File: src/rtl/mmu_tlb_if.sv
// Translation request/response bus for mmu_tlb: per-channel request strobe and address,
// plus a registered result with its own ready handshake.
interface mmu_tlb_if #(
  parameter int NUM_CH = 2
) ();
  logic [NUM_CH-1:0]       req_valid;
  logic [NUM_CH-1:0][31:0] req_vaddr;
  logic [NUM_CH-1:0]       req_ready;
  logic [NUM_CH-1:0]       resp_valid;
  logic [NUM_CH-1:0]       resp_ready;
  logic [NUM_CH-1:0][31:0] resp_paddr;
  logic [NUM_CH-1:0]       resp_cached;
  logic [NUM_CH-1:0]       resp_miss;

  modport master (
    output req_valid, req_vaddr, resp_ready,
    input  req_ready, resp_valid, resp_paddr, resp_cached, resp_miss
  );

  modport slave (
    input  req_valid, req_vaddr, resp_ready,
    output req_ready, resp_valid, resp_paddr, resp_cached, resp_miss
  );
endinterface

File: src/rtl/mmu_tlb.sv
// Multi-channel address translation: fixed kseg0/kseg1 windows plus a shared fully-associative TLB.
// Each channel owns a one-deep result register; the TLB is read by all channels in parallel.
module mmu_tlb_ch #(
  parameter int TLB_ENTRIES  = 8,
  parameter int KSEG0_CACHED = 1
) (
  input  logic                        clk,
  input  logic                        rst,
  input  logic                        req_valid,
  input  logic [31:0]                 req_vaddr,
  output logic                        req_ready,
  output logic                        resp_valid,
  input  logic                        resp_ready,
  output logic [31:0]                 resp_paddr,
  output logic                        resp_cached,
  output logic                        resp_miss,
  output logic [15:0]                 miss_count,
  input  logic [TLB_ENTRIES-1:0][19:0] ent_vpn,
  input  logic [TLB_ENTRIES-1:0][19:0] ent_pfn,
  input  logic [TLB_ENTRIES-1:0]       ent_v,
  input  logic [TLB_ENTRIES-1:0]       ent_c
);
  logic        hit, hit_c;
  logic [19:0] hit_pfn;
  logic [31:0] nxt_paddr;
  logic        nxt_cached, nxt_miss, acc;

  assign req_ready = !resp_valid || resp_ready;
  assign acc       = req_valid && req_ready;

  // Scan high to low so the lowest matching index is the one left standing.
  always_comb begin
    hit     = 1'b0;
    hit_c   = 1'b0;
    hit_pfn = '0;
    for (int i = TLB_ENTRIES - 1; i >= 0; i--) begin
      if (ent_v[i] && ent_vpn[i] == req_vaddr[31:12]) begin
        hit     = 1'b1;
        hit_c   = ent_c[i];
        hit_pfn = ent_pfn[i];
      end
    end
  end

  always_comb begin
    nxt_paddr  = '0;
    nxt_cached = 1'b0;
    nxt_miss   = 1'b0;
    case (req_vaddr[31:29])
      3'b101: nxt_paddr = {3'b000, req_vaddr[28:0]};
      3'b100: begin
        nxt_paddr  = {3'b000, req_vaddr[28:0]};
        nxt_cached = (KSEG0_CACHED != 0);
      end
      default: begin
        if (hit) begin
          nxt_paddr  = {hit_pfn, req_vaddr[11:0]};
          nxt_cached = hit_c;
        end else begin
          nxt_miss = 1'b1;
        end
      end
    endcase
  end

  always_ff @(posedge clk or posedge rst) begin
    if (rst) begin
      resp_valid  <= 1'b0;
      resp_paddr  <= '0;
      resp_cached <= 1'b0;
      resp_miss   <= 1'b0;
      miss_count  <= '0;
    end else begin
      if (acc) begin
        resp_valid  <= 1'b1;
        resp_paddr  <= nxt_paddr;
        resp_cached <= nxt_cached;
        resp_miss   <= nxt_miss;
      end else if (resp_ready) begin
        resp_valid <= 1'b0;
      end
      if (resp_valid && resp_ready && resp_miss && miss_count != 16'hFFFF)
        miss_count <= miss_count + 16'd1;
    end
  end
endmodule

module mmu_tlb #(
  parameter int NUM_CH       = 2,
  parameter int TLB_ENTRIES  = 8,
  parameter int KSEG0_CACHED = 1
) (
  input  logic                             clk,
  input  logic                             rst,
  mmu_tlb_if.slave                         bus,
  input  logic                             tlb_we,
  input  logic [$clog2(TLB_ENTRIES)-1:0]   tlb_index,
  input  logic [19:0]                      tlb_vpn,
  input  logic [19:0]                      tlb_pfn,
  input  logic                             tlb_v,
  input  logic                             tlb_c,
  input  logic                             tlb_flush,
  output logic [NUM_CH-1:0][15:0]          miss_count
);
  logic [TLB_ENTRIES-1:0][19:0] ent_vpn, ent_pfn;
  logic [TLB_ENTRIES-1:0]       ent_v, ent_c;

  // Flush wins over a same-cycle write, so the written entry lands invalid.
  always_ff @(posedge clk or posedge rst) begin
    if (rst)
      ent_v <= '0;
    else if (tlb_flush)
      ent_v <= '0;
    else if (tlb_we)
      ent_v[tlb_index] <= tlb_v;
  end

  always_ff @(posedge clk) begin
    if (tlb_we) begin
      ent_vpn[tlb_index] <= tlb_vpn;
      ent_pfn[tlb_index] <= tlb_pfn;
      ent_c[tlb_index]   <= tlb_c;
    end
  end

  for (genvar g = 0; g < NUM_CH; g++) begin : g_ch
    mmu_tlb_ch #(
      .TLB_ENTRIES (TLB_ENTRIES),
      .KSEG0_CACHED(KSEG0_CACHED)
    ) u_ch (
      .clk        (clk),
      .rst        (rst),
      .req_valid  (bus.req_valid[g]),
      .req_vaddr  (bus.req_vaddr[g]),
      .req_ready  (bus.req_ready[g]),
      .resp_valid (bus.resp_valid[g]),
      .resp_ready (bus.resp_ready[g]),
      .resp_paddr (bus.resp_paddr[g]),
      .resp_cached(bus.resp_cached[g]),
      .resp_miss  (bus.resp_miss[g]),
      .miss_count (miss_count[g]),
      .ent_vpn    (ent_vpn),
      .ent_pfn    (ent_pfn),
      .ent_v      (ent_v),
      .ent_c      (ent_c)
    );
  end
endmodule

File: src/flat_wrapper.sv
// flat-port wrapper written by rule: the top's interface ports become plain ports
module mmu_tlb_flat 
#(
  parameter int NUM_CH       = 2,
  parameter int TLB_ENTRIES  = 8,
  parameter int KSEG0_CACHED = 1
)
  (clk, rst, tlb_we, tlb_index, tlb_vpn, tlb_pfn, tlb_v, tlb_c, tlb_flush, miss_count, bus_req_valid, bus_req_vaddr, bus_resp_ready, bus_req_ready, bus_resp_valid, bus_resp_paddr, bus_resp_cached, bus_resp_miss);
  mmu_tlb_if #(.NUM_CH(NUM_CH)) bus_i ();
  input  logic clk;
  input  logic rst;
  input  logic tlb_we;
  input  logic [$clog2(TLB_ENTRIES)-1:0] tlb_index;
  input  logic [19:0] tlb_vpn;
  input  logic [19:0] tlb_pfn;
  input  logic tlb_v;
  input  logic tlb_c;
  input  logic tlb_flush;
  output logic [NUM_CH-1:0][15:0] miss_count;
  input wire logic [$bits(bus_i.req_valid)-1:0] bus_req_valid;
  input wire logic [$bits(bus_i.req_vaddr)-1:0] bus_req_vaddr;
  input wire logic [$bits(bus_i.resp_ready)-1:0] bus_resp_ready;
  output wire logic [$bits(bus_i.req_ready)-1:0] bus_req_ready;
  output wire logic [$bits(bus_i.resp_valid)-1:0] bus_resp_valid;
  output wire logic [$bits(bus_i.resp_paddr)-1:0] bus_resp_paddr;
  output wire logic [$bits(bus_i.resp_cached)-1:0] bus_resp_cached;
  output wire logic [$bits(bus_i.resp_miss)-1:0] bus_resp_miss;
  assign bus_i.req_valid = bus_req_valid;
  assign bus_i.req_vaddr = bus_req_vaddr;
  assign bus_i.resp_ready = bus_resp_ready;
  assign bus_req_ready = bus_i.req_ready;
  assign bus_resp_valid = bus_i.resp_valid;
  assign bus_resp_paddr = bus_i.resp_paddr;
  assign bus_resp_cached = bus_i.resp_cached;
  assign bus_resp_miss = bus_i.resp_miss;
  mmu_tlb #(.NUM_CH(NUM_CH), .TLB_ENTRIES(TLB_ENTRIES), .KSEG0_CACHED(KSEG0_CACHED)) u_core (.clk(clk), .rst(rst), .bus(bus_i), .tlb_we(tlb_we), .tlb_index(tlb_index), .tlb_vpn(tlb_vpn), .tlb_pfn(tlb_pfn), .tlb_v(tlb_v), .tlb_c(tlb_c), .tlb_flush(tlb_flush), .miss_count(miss_count));
endmodule
File: config.mk
export PLATFORM = sky130hd
export DESIGN_NAME = mmu_tlb_flat
export DESIGN_NICKNAME = d
export VERILOG_FILES = /design/src/rtl/mmu_tlb_if.sv /design/src/rtl/mmu_tlb.sv /design/src/flat_wrapper.sv
export SDC_FILE = /design/constraint.sdc
export NUM_CORES = 1
export LEC_CHECK = 0
export ABC_AREA = 1
export ABC_CLOCK_PERIOD_IN_PS = 4300
export CORE_MARGIN = 3
export CORE_UTILIZATION = 40
export DETAILED_ROUTE_END_ITERATION = 12
export SLEW_MARGIN = 20
export SYNTH_ARGS = -nofsm -noshare
export SYNTH_HDL_FRONTEND = slang
export SYNTH_SLANG_ARGS = --single-unit
File: constraint.sdc
create_clock -name clk -period 4.3 [get_ports clk]
set_clock_uncertainty 0.15 [all_clocks]
set_input_delay 1.29 -clock clk [delete_from_list [all_inputs] [get_ports clk]]
set_output_delay 1.29 -clock clk [all_outputs]
set_load 0.05 [all_outputs]
==> impl_metrics.tcl <==
set metrics [dict create \
    place_area_um2 27600 \
    wl_per_cell_um 27.8 \
    worstPathMaxFanout 13 \
    cts_root_buf "clkbuf_16" \
    wl_met3_um 12300 \
    cts_tree "done" \
    hold_viol 0 \
    coreArea_um2 55800 \
    power_density_nw_per_um2 386 \
    htreeDepth 2 \
    status "completed" \
    firstDrtPassIters 6 \
    start_kind "input port" \
    syn_area_per_cell_um2 8.60 \
    final_cells 3824 \
    cp_data_arrival_time_ns 4.40 \
    critPathRequiredTime_ns 4.62 \
    synth-seq-cells 438 \
    ant_nets 0 \
    antenna_found_initial 4 \
    die-height_um 245 \
    routabilityCongestion 1.05 \
    die-area_um2 60000 \
    post_cts_buffers 0 \
    min_period_ns 4.07 \
    wl_met2_um 45700 \
    max_slew.worst_pin.slew_ns 0.892 \
    synth.top_cell.area_share 0.431 \
    routed_wl_um 106000 \
    postLayoutCoreUtil 0.524 \
    clk_pin_slew_ns 0.06 \
    grt_pass1_wl_um 149000 \
    tns_ns 0 \
    synthCells 2656 \
    dp_hpwl_um 78600 \
    top_layer_used "met5" \
    synth_cell_types 45 \
    cts_max_path_buffers 3 \
    drt-met1-wl_um 45300 \
    period_share 0.948 \
    clock_latency_ns 0.62 \
    ir_worst_vdd_mv 0.385 \
    grt_pass1_vias 20400 \
    rows 86 \
    maxCapViolations 0 \
    p_leak_nw 12.7 \
    ys_seq_area_frac 0.552 \
    portBuffers 220 \
    numCtsBuffers 51 \
    critPathKind "input port to flop" \
    grt_max_degree 111 \
    holdBufCountCts 0 \
    endpoint_kind "flop" \
    grt_overflow_total 0 \
    drt_iter0_markers 2979 \
    synth_fp_nets 2775 \
    syn_area_um2 22800 \
    hold_class "flop to flop" \
    fin_area_um2 29300 \
    synthFlopType "edfxtp_1" \
    rsz0062_at_grt "no" \
    post-place-ws_ns -0.251 \
    die_w_um 245 \
    relSlewSlack 0.403 \
    initial_utilization 0.409 \
    fmax_mhz 245 \
    dp_cells 3727 \
    drive_gt1_frac 0.124 \
    cts_sinks 438 \
    cts-resized-gates 0 \
    synth_edf_count 328 \
    drc 0 \
    fin_ws_ns 0.225 \
    vias_per_cell 5.63 \
    yosysTopAreaCell "edfxtp_1" \
    finalSetupViolations 0 \
    final_nets 3151 \
    ioPinCount 221 \
    synth-async-reset-ratio 0.251 \
    report.final.slew_viol_count 0 \
    grt_usage 0.350 \
    num_vias 21500 \
    yosys-top-cells-area "edfxtp_1 (43%), nand2_1 (13%), dfrtp_1 (12%)" \
    yosysWarnings 0 \
    area_growth_syn_to_layout_pct 28.1 \
]
## stage by stage
stage | hold WS [ns] | power (W)
final | 0.331 | 0.0113
after floorplan | 0.319 | 0.00601
after detailed placement | 0.320 | 0.00699
after CTS | 0.335 | 0.0113
after global routing | 0.362 | 0.0116
after global placement | 0.311 | 0.00699
## synthesized netlist by cell type, types with 10 or more instances
| library cell | instances |
|---|---|
| inv_2 | 25 |
| nor3_1 | 29 |
| nand3_1 | 73 |
| dfrtp_1 | 110 |
| inv_1 | 185 |
| o21ai_0 | 56 |
| buf_4 | 32 |
| clkbuf_1 | 35 |
| edfxtp_1 | 328 |
| o21ai_1 | 32 |
| a21oi_1 | 177 |
| buf_2 | 56 |
| nand2_1 | 799 |
| xnor2_1 | 69 |
| nand4_1 | 34 |
| nor4_1 | 10 |
| xor2_1 | 40 |
| o22ai_1 | 93 |
| nor2_1 | 386 |
## logic make-up (layout without fill, tap and decap cells)
family / Yosys count / in the layout / share of synthesized area
and+or+nand+nor: 1364 / 1364 / 0.241
buffers and inverters: 345 / 763 / 0.0666
DFF: 438 / 438 / 0.552
AOI/OAI and AO/OA: 398 / 398 / 0.0980
xor gates and xnor gates: 109 / 109 / 0.0418
adders and majority gates: 2 / 2 / 0.00110
other: 0 / 2 / 0
## cell type report
class	instances	area (um^2)
fillers	5130	26600
flip-flops and latches	438	12600
multi-input cells	1873	8790
repair buffers	452	4440
clock buffers	77	1480
well taps	748	936
inverters	216	827
clock inverters	18	180
diodes	2	5.00
## worst paths after layout
check	startpoint	to	slack, ns	depth (start not counted)
worst max-delay path	bus_req_vaddr[13]	u_core.g_ch[0].u_ch.resp_paddr[6]$_DFFE_PP0P_	0.23	18
worst min-delay path	u_core.g_ch[1].u_ch.resp_paddr[30]$_DFFE_PP0P_	u_core.g_ch[1].u_ch.resp_paddr[30]$_DFFE_PP0P_	0.33	2
worst max register to register	u_core.ent_vpn[101]$_DFFE_PP_	u_core.g_ch[0].u_ch.resp_paddr[6]$_DFFE_PP0P_	1.20	15
worst min register to register	u_core.g_ch[1].u_ch.resp_paddr[30]$_DFFE_PP0P_	u_core.g_ch[1].u_ch.resp_paddr[30]$_DFFE_PP0P_	0.33	2
max in group asynchronous	rst	u_core.ent_v[0]$_DFFE_PP0P_	2.40	3
min in group asynchronous	rst	u_core.g_ch[0].u_ch.resp_paddr[3]$_DFFE_PP0P_	1.09	3
## critical path: stages
cell and delay (ns):
clkdlybuf4s50_1 0.51, inv_2 0.15, buf_4 0.18, o21ai_0 0.57, nor2_1 0.09, nand2_1 0.09
nor2_1 0.08, nand2_1 0.08, nor2_2 0.04, buf_4 0.16, inv_1 0.10, nand3_1 0.08
nor2_1 0.18, buf_4 0.14, nand3_1 0.24, buf_12 0.25, nand3_1 0.07, nand2_1 0.07
## cell usage in the layout, fill, tap and decap left out, types with 9 or more instances in the layout
cell,count
a211oi_1,9
a21oi_1,177
buf_12,40
buf_4,194
clkbuf_1,17
clkbuf_16,52
clkdlybuf4s50_1,218
dfrtp_1,110
edfxtp_1,328
inv_1,184
inv_2,25
nand2_1,798
nand3_1,73
nand4_1,34
nor2_1,376
nor2_4,9
nor3_1,29
nor4_1,10
o21ai_0,56
o21ai_1,32
o22ai_1,93
xnor2_1,69
xor2_1,40
## registers in the layout, summed over array words and instances (netlist names)
name,cells
u_core.ent_pfn,160
u_core.g_ch.u_ch.miss_count,32
u_core.g_ch.u_ch.resp_cached,2
u_core.ent_c,8
u_core.g_ch.u_ch.resp_paddr,64
u_core.g_ch.u_ch.resp_miss,2
u_core.ent_v,8
u_core.g_ch.u_ch.resp_valid,2
u_core.ent_vpn,160
## routing by layer
| metal | GRT usage | up-vias |
|---|---|---|
| met3 | 0.0930 | 173 |
| li1 | - | 9554 |
| met1 | 0.500 | 10500 |
| met4 | 0.101 | 4 |
| met5 | 0 | - |
| met2 | 0.525 | 1348 |
## report_power, final
group / internal (W) / switching [W]
Sequential: 0.00480 / 0.000216
Combinational: 0.000638 / 0.00130
Clock: 0.00250 / 0.00184
Total: 0.00793 / 0.00335
(Power assumes the default switching activity.)
